File: src/rtl/rst_seq_pkg.sv
// Shared definitions for the reset-release controller.
// Holds the power-sequencer state codes and the per-channel FSM encoding.
package rst_seq_pkg;

    localparam int ST_START          = 0;
    localparam int ST_SBY            = 1;
    localparam int ST_SBY_END        = 2;
    localparam int ST_PS_ON          = 3;
    localparam int ST_WORK_PWR_GOOD  = 4;
    localparam int ST_ALL_PWR_GOOD   = 5;
    localparam int ST_T5_RESET       = 6;
    localparam int ST_T5_RESET_END   = 7;
    localparam int ST_PCIE_RESET_END = 8;
    localparam int ST_ICH_DC_OK      = 9;
    localparam int ST_ICH_PWR_GOOD   = 10;
    localparam int ST_CPU_DC_OK      = 11;
    localparam int ST_END            = 12;

    typedef enum logic [1:0] {
        CH_HOLD    = 2'd0,
        CH_STRETCH = 2'd1,
        CH_RUN     = 2'd2,
        CH_SWRST   = 2'd3
    } ch_state_t;

    // A zero-length pulse still needs a one-bit counter to keep ports legal.
    function automatic int cnt_width(input int pulse_cyc);
        int w;
        w = $clog2(pulse_cyc + 1);
        return (w < 1) ? 1 : w;
    endfunction

endpackage

File: src/rtl/rst_seq_ctrl_if.sv
// Sequencer-facing bundle of the reset-release controller.
// master drives state/requests, slave (the controller) drives the resets.
interface rst_seq_ctrl_if #(
    parameter int N_CH    = 4,
    parameter int STATE_W = 4
);
    logic [STATE_W-1:0] i_ctrl_state;
    logic               i_UI_rst_n;
    logic [N_CH-1:0]    i_reg_rst;
    logic [N_CH-1:0]    o_rst_n;
    logic [N_CH-1:0]    o_sw_busy;

    modport master (
        output i_ctrl_state,
        output i_UI_rst_n,
        output i_reg_rst,
        input  o_rst_n,
        input  o_sw_busy
    );

    modport slave (
        input  i_ctrl_state,
        input  i_UI_rst_n,
        input  i_reg_rst,
        output o_rst_n,
        output o_sw_busy
    );
endinterface

File: src/rtl/rst_seq_ch.sv
// One reset channel: request synchroniser, edge detect, release FSM and
// assertion-width counter. Outputs are registered from the next state.
module rst_seq_ch
    import rst_seq_pkg::*;
#(
    parameter int                 STATE_W   = 4,
    parameter logic [STATE_W-1:0] REL_STATE = 4'h9,
    parameter logic [STATE_W-1:0] SBY_STATE = 4'h1,
    parameter logic [STATE_W-1:0] END_STATE = 4'hC,
    parameter int                 PULSE_CYC = 32,
    parameter int                 CNT_W     = 6
) (
    input  logic               i_clk_32k,
    input  logic               i_rst_n,
    input  logic [STATE_W-1:0] i_ctrl_state,
    input  logic               i_UI_rst_n,
    input  logic               i_reg_rst,
    output logic               o_rst_n,
    output logic               o_sw_busy
);

    localparam logic [CNT_W-1:0] LOAD = (PULSE_CYC > 0) ? CNT_W'(PULSE_CYC - 1) : '0;
    localparam ch_state_t STRETCH_OR_RUN = (PULSE_CYC > 0) ? CH_STRETCH : CH_RUN;

    logic             r_sync1;
    logic             r_sync2;
    logic             r_sync3;
    ch_state_t        r_state;
    logic [CNT_W-1:0] r_cnt;
    logic             r_rst_n;
    logic             r_sw_busy;

    ch_state_t        w_state_next;
    logic [CNT_W-1:0] w_cnt_next;
    logic             w_rst_n_next;
    logic             w_sw_busy_next;
    logic             w_rel_ok;
    logic             w_req_edge;

    always_ff @(posedge i_clk_32k or negedge i_rst_n) begin
        if (!i_rst_n) begin
            r_sync1 <= 1'b0;
            r_sync2 <= 1'b0;
            r_sync3 <= 1'b0;
        end else begin
            r_sync1 <= i_reg_rst;
            r_sync2 <= r_sync1;
            r_sync3 <= r_sync2;
        end
    end

    assign w_req_edge = r_sync2 & ~r_sync3;
    assign w_rel_ok   = (i_ctrl_state != SBY_STATE) && (i_ctrl_state >= REL_STATE);

    always_ff @(posedge i_clk_32k or negedge i_rst_n) begin
        if (!i_rst_n) begin
            r_state   <= CH_HOLD;
            r_cnt     <= '0;
            r_rst_n   <= 1'b0;
            r_sw_busy <= 1'b0;
        end else begin
            r_state   <= w_state_next;
            r_cnt     <= w_cnt_next;
            r_rst_n   <= w_rst_n_next;
            r_sw_busy <= w_sw_busy_next;
        end
    end

    always_comb begin
        w_state_next = r_state;
        w_cnt_next   = r_cnt;
        if (!w_rel_ok) begin
            w_state_next = CH_HOLD;
            w_cnt_next   = '0;
        end else begin
            case (r_state)
                CH_HOLD: begin
                    w_state_next = STRETCH_OR_RUN;
                    w_cnt_next   = LOAD;
                end
                CH_STRETCH: begin
                    if (r_cnt == '0) begin
                        w_state_next = CH_RUN;
                    end else begin
                        w_cnt_next = r_cnt - CNT_W'(1);
                    end
                end
                CH_RUN: begin
                    if ((i_ctrl_state == END_STATE) && i_UI_rst_n && w_req_edge) begin
                        w_state_next = CH_SWRST;
                        w_cnt_next   = LOAD;
                    end
                end
                CH_SWRST: begin
                    // Counter saturates at zero; a held request keeps the channel here.
                    if (r_cnt != '0) begin
                        w_cnt_next = r_cnt - CNT_W'(1);
                    end else if (!r_sync2) begin
                        w_state_next = STRETCH_OR_RUN;
                        w_cnt_next   = LOAD;
                    end
                end
                default: begin
                    w_state_next = CH_HOLD;
                    w_cnt_next   = '0;
                end
            endcase
        end
    end

    always_comb begin
        w_rst_n_next   = (w_state_next == CH_RUN);
        w_sw_busy_next = (w_state_next == CH_SWRST);
    end

    assign o_rst_n   = r_rst_n;
    assign o_sw_busy = r_sw_busy;

endmodule

File: src/rtl/rst_seq_ctrl.sv
// Multi-channel reset-release controller on the 32 kHz sequencing clock.
// Each channel has its own release threshold sliced from REL_STATE.
module rst_seq_ctrl
    import rst_seq_pkg::*;
#(
    parameter int                         N_CH      = 4,
    parameter int                         STATE_W   = 4,
    parameter logic [N_CH*STATE_W-1:0]    REL_STATE = {4'hB, 4'hA, 4'h9, 4'h9},
    parameter logic [STATE_W-1:0]         SBY_STATE = STATE_W'(ST_SBY),
    parameter logic [STATE_W-1:0]         END_STATE = STATE_W'(ST_END),
    parameter int                         PULSE_CYC = 32,
    parameter int                         CNT_W     = cnt_width(PULSE_CYC)
) (
    input  logic           i_clk_32k,
    input  logic           i_rst_n,
    rst_seq_ctrl_if.slave  bus
);

    logic [N_CH-1:0] w_rst_n;
    logic [N_CH-1:0] w_sw_busy;

    generate
        for (genvar gi = 0; gi < N_CH; gi++) begin : g_ch
            rst_seq_ch #(
                .STATE_W   (STATE_W),
                .REL_STATE (REL_STATE[gi*STATE_W +: STATE_W]),
                .SBY_STATE (SBY_STATE),
                .END_STATE (END_STATE),
                .PULSE_CYC (PULSE_CYC),
                .CNT_W     (CNT_W)
            ) u_ch (
                .i_clk_32k    (i_clk_32k),
                .i_rst_n      (i_rst_n),
                .i_ctrl_state (bus.i_ctrl_state),
                .i_UI_rst_n   (bus.i_UI_rst_n),
                .i_reg_rst    (bus.i_reg_rst[gi]),
                .o_rst_n      (w_rst_n[gi]),
                .o_sw_busy    (w_sw_busy[gi])
            );
        end
    endgenerate

    assign bus.o_rst_n   = w_rst_n;
    assign bus.o_sw_busy = w_sw_busy;

endmodule
File: src/flat_wrapper.sv
// flat-port wrapper written by rule: the top's interface ports become plain ports
module rst_seq_ctrl_flat import rst_seq_pkg::*;
#(
    parameter int                         N_CH      = 4,
    parameter int                         STATE_W   = 4,
    parameter logic [N_CH*STATE_W-1:0]    REL_STATE = {4'hB, 4'hA, 4'h9, 4'h9},
    parameter logic [STATE_W-1:0]         SBY_STATE = STATE_W'(ST_SBY),
    parameter logic [STATE_W-1:0]         END_STATE = STATE_W'(ST_END),
    parameter int                         PULSE_CYC = 32,
    parameter int                         CNT_W     = cnt_width(PULSE_CYC)
)
  (i_clk_32k, i_rst_n, bus_i_ctrl_state, bus_i_UI_rst_n, bus_i_reg_rst, bus_o_rst_n, bus_o_sw_busy);
  rst_seq_ctrl_if #(.N_CH(N_CH), .STATE_W(STATE_W)) bus_i ();
  input  logic i_clk_32k;
  input  logic i_rst_n;
  input wire logic [$bits(bus_i.i_ctrl_state)-1:0] bus_i_ctrl_state;
  input wire logic [$bits(bus_i.i_UI_rst_n)-1:0] bus_i_UI_rst_n;
  input wire logic [$bits(bus_i.i_reg_rst)-1:0] bus_i_reg_rst;
  output wire logic [$bits(bus_i.o_rst_n)-1:0] bus_o_rst_n;
  output wire logic [$bits(bus_i.o_sw_busy)-1:0] bus_o_sw_busy;
  assign bus_i.i_ctrl_state = bus_i_ctrl_state;
  assign bus_i.i_UI_rst_n = bus_i_UI_rst_n;
  assign bus_i.i_reg_rst = bus_i_reg_rst;
  assign bus_o_rst_n = bus_i.o_rst_n;
  assign bus_o_sw_busy = bus_i.o_sw_busy;
  rst_seq_ctrl #(.N_CH(N_CH), .STATE_W(STATE_W), .REL_STATE(REL_STATE), .SBY_STATE(SBY_STATE), .END_STATE(END_STATE), .PULSE_CYC(PULSE_CYC), .CNT_W(CNT_W)) u_core (.i_clk_32k(i_clk_32k), .i_rst_n(i_rst_n), .bus(bus_i));
endmodule
File: config.mk
export PLATFORM = sky130hd
export DESIGN_NAME = rst_seq_ctrl_flat
export DESIGN_NICKNAME = d
export VERILOG_FILES = /design/src/rtl/rst_seq_pkg.sv /design/src/rtl/rst_seq_ctrl_if.sv /design/src/rtl/rst_seq_ch.sv /design/src/rtl/rst_seq_ctrl.sv /design/src/flat_wrapper.sv
export SDC_FILE = /design/constraint.sdc
export NUM_CORES = 1
export LEC_CHECK = 0
export ABC_AREA = 1
export BUFFER_PORTS_ARGS = -buffer_cell sky130_fd_sc_hd__clkbuf_2
export CORE_MARGIN = 2
export CORE_UTILIZATION = 61
export CTS_CLUSTER_DIAMETER = 50
export CTS_CLUSTER_SIZE = 8
export DETAILED_ROUTE_END_ITERATION = 12
export PLACE_DENSITY = 0.8
export SLEW_MARGIN = 20
export SYNTH_ARGS = -nofsm -noshare
export SYNTH_HDL_FRONTEND = slang
export SYNTH_HIERARCHICAL = 1
export SYNTH_SLANG_ARGS = --single-unit
File: constraint.sdc
create_clock -name i_clk_32k -period 2.32 [get_ports i_clk_32k]
set_input_delay 0.116 -clock i_clk_32k [delete_from_list [all_inputs] [get_ports i_clk_32k]]
set_output_delay 0.116 -clock i_clk_32k [all_outputs]
set_load 0.02 [all_outputs]
==> impl_metrics.ini <==
[global_route]
grtUsageTotal = 0.215
antenna_found_initial = 0
grt_overflow = 0
grt_max_degree = 25
grt_pass1_vias = 2384
grt_pass1_wl_mm = 10.4

[drt]
vias_per_cell = 5.05
avgRoutedWirePerCell_um = 11.0
routed_wl_mm = 5.82
dr.pass1.iters = 4
drt_iter0_drc = 122
drtAntennaViolNets = 0
num_vias = 2673
drc = 0

[floorplan]
die_h_um = 76.5
initial_core_util = 0.628
core_area_mm2 = 0.00511
die_area_mm2 = 0.00586
dieWidth_um = 76.5
core.rowCount = 26
io_pins = 19

[power_and_ir_drop]
swShare = 0.358
leakagePower_nw = 1.95
vdd_ir_drop_max_v = 0.000416
pwr-share-comb = 0.297
power.share.clock = 0.237
p_per_area_mw_per_mm2 = 718
p_int_mw = 1.61
power.switching_mw = 0.898
seqPwrFrac = 0.466

[clocking]
numCtsBuffers = 5
path_clk_slew_ns = 0.09
clockBufferDepth = 2
cts_resized = 0
tritoncts = yes
ctsHtreeMaxLevel = 2
cts_root_buffer = clkbuf_8
cts.sinks = 52
clk_latency_ns = 0.30

[setup_path]
endpoint_kind = flip-flop
r2r_end = u_core/g_ch[0].u_ch/r_cnt[4]$_DFFE_PN0P_
cp.required_ns = 2.57
startpoint = u_core/g_ch[0].u_ch/r_cnt[0]$_DFFE_PN0P_
cpMaxStageDelayCell = dfrtp_1
cp_cell_sequence = inv_1, ha_1, inv_1, nor2_1, nand3_1, nor2_1, nand2_1, nand3_2, nand2_1, nand2_1
start_kind = flip-flop
crit_type = flip-flop to flip-flop
r2r_setup_slack_ns = 0.71
worstPathMaxFanout = 6
path_depth = 10
endpoint = u_core/g_ch[0].u_ch/r_cnt[4]$_DFFE_PN0P_
worstPathBufferInverterCount = 2
slowest_delay_ns = 0.40
crit_family = simple AND/OR/NAND/NOR gates
cpMostUsedCell = nand2_1
crit_arrival_ns = 1.86
rr_worst_depth = 10
r2r-start = u_core/g_ch[0].u_ch/r_cnt[0]$_DFFE_PN0P_

[synth]
synthCells = 435
syn-num-nets = 453
syn-cell-area_mm2 = 0.00321
synth_area_leader_cell = dfrtp_1
synth_edf_count = 0
synth_warnings = 6
synth_area_per_cell_um2 = 7.37
synth_top_area_frac = 0.406
yosysSeqAreaShare = 0.406
synth_area_leaders = dfrtp_1 41%, nand2_1 18%, inv_1 6.8%, nand3_1 6.4%, nor2_1 4.3%
synthFlopType = dfrtp_1
synth_seq_cells = 52
asyncSetResetFlopFracSynth = 1.00
synth_cell_types = 29

[finish]
final_cells = 529
mostFrequentLayoutCells = 152 x nand2_1, 58 x inv_1, 52 x dfrtp_1
antenna_cells = 0
multi_input_area_mm2 = 0.00160
area_growth_pct = 8.81
postLayoutCoreUtil = 0.683
drive_gt1_frac = 0.168
fill_cells = 463
final_common_cell = nand2_1
fin_nets = 478
finalInstanceArea_mm2 = 0.00349
seqCellArea_mm2 = 0.00130

[sta]
rsz0062_at_grt = false
max_freq_mhz = 621
maxSlewViolCount = 0
tightest_slew_ns = 0.386
finalSetupViolations = 0
post-route-period-util = 0.694
period_needed_ns = 1.61
final.setup.tns_ns = 0
slew_headroom = 0.742
hold_viol_final = 0
finClkSkew_ns = 0.00553

[outcome]
run_status = complete, no violations

[placement]
dp_hpwl_mm = 4.19
io_buffer_count = 18
dp.cells = 518
gp_congestion = 0.930
postPlaceCellArea_mm2 = 0.00334

[min_path]
hold_path_class = input pin to asynchronous set/reset pin

[flow_run]
drv_cap = 0
## worst min path at each step
stage	cells after the start	slack, ns	to	startpoint
3_5_place_dp	1	0.05	u_core/g_ch[2].u_ch/r_cnt[4]$_DFFE_PN0P_	i_rst_n
2_1_floorplan	0	-0.18	u_core/g_ch[0].u_ch/o_rst_n$_DFF_PN0_	i_rst_n
5_1_grt	2	0.28	u_core/g_ch[1].u_ch/r_sync3$_DFF_PN0_	i_rst_n
6_report	2	0.25	u_core/g_ch[2].u_ch/r_cnt[4]$_DFFE_PN0P_	i_rst_n
3_3_place_gp	1	0.06	u_core/g_ch[2].u_ch/r_cnt[4]$_DFFE_PN0P_	i_rst_n
4_1_cts	2	0.25	u_core/g_ch[2].u_ch/r_cnt[4]$_DFFE_PN0P_	i_rst_n
## area by class of cell
cell class	instances	share of cell area
inverter	66	0.0710
multi-input combinational	310	0.458
clock inverter	1	0.00860
timing repair buffer	25	0.0444
clock buffer	5	0.0197
tap	70	0.0251
sequential	52	0.373
## sequential cells by signal, indices dropped and copies added (netlist names)
register,cells
u_core/g_ch.u_ch/r_cnt,24
u_core/g_ch.u_ch/r_state,8
u_core/g_ch.u_ch/o_rst_n,4
u_core/g_ch.u_ch/o_sw_busy,4
u_core/g_ch.u_ch/r_sync1,4
u_core/g_ch.u_ch/r_sync2,4
u_core/g_ch.u_ch/r_sync3,4
## power by group through the flow
stage / clock, mW / combinational (mW) / sequential [mW]
2_1_floorplan: 0 / 0.632 / 1.14
3_3_place_gp: 0 / 0.713 / 1.18
3_5_place_dp: 0 / 0.735 / 1.18
4_1_cts: 0.618 / 0.746 / 1.17
5_1_grt: 0.658 / 0.864 / 1.19
6_report: 0.594 / 0.744 / 1.17
## cell usage after synthesis, drive strengths merged, types with 2 or more instances
cell type / instances
a21boi: 4
a21oi: 2
buf: 6
dfrtp: 52
ha: 7
inv: 66
nand2: 165
nand3: 52
nand4: 9
nor2: 53
nor3: 3
o21ai: 7
xnor2: 3
xor2: 3
## routing by layer
layer,up-vias,GRT usage,share of wire
met5,-,0,0
met4,0,0.0600,0.011
met1,1224,0.297,0.48
li1,1382,-,-
met3,7,0.0367,0.044
met2,60,0.349,0.46
## kinds of logic (layout without fill, tap and decap cells)
family	after synthesis	after routing	share of synthesized area
AOI/OAI and AO/OA	14	14	0.0269
xor gates and xnor gates	6	6	0.0164
adders and majority gates	7	7	0.0273
buffers and inverters	73	97	0.0956
DFF	52	52	0.406
and+or+nand+nor	283	283	0.428
## worst register-to-register path: stages, from the launching register on
cell     delay [ns]
dfrtp_1        0.40
inv_1          0.12
ha_1           0.20
inv_1          0.06
nor2_1         0.15
nand3_1        0.11
nor2_1         0.14
nand2_1        0.10
nand3_2        0.14
nand2_1        0.07
nand2_1        0.06
## per-stage QoR
stage	hold slack [ns]	setup slack (ns)	power (mW)
after CTS	0.254	0.748	2.53
after detailed placement	0.0545	0.801	1.92
final	0.253	0.709	2.51
after global routing	0.284	0.582	2.71
after floorplan	-0.180	0.964	1.77
after global placement	0.0578	0.854	1.89
## repair_timing
action | 4_1_cts | 5_1_grt
hold buffers | 5 | 0
buffers inserted | 0 | 0
hold endpoints to repair | 17 | 0
(Power assumes the default switching activity.)
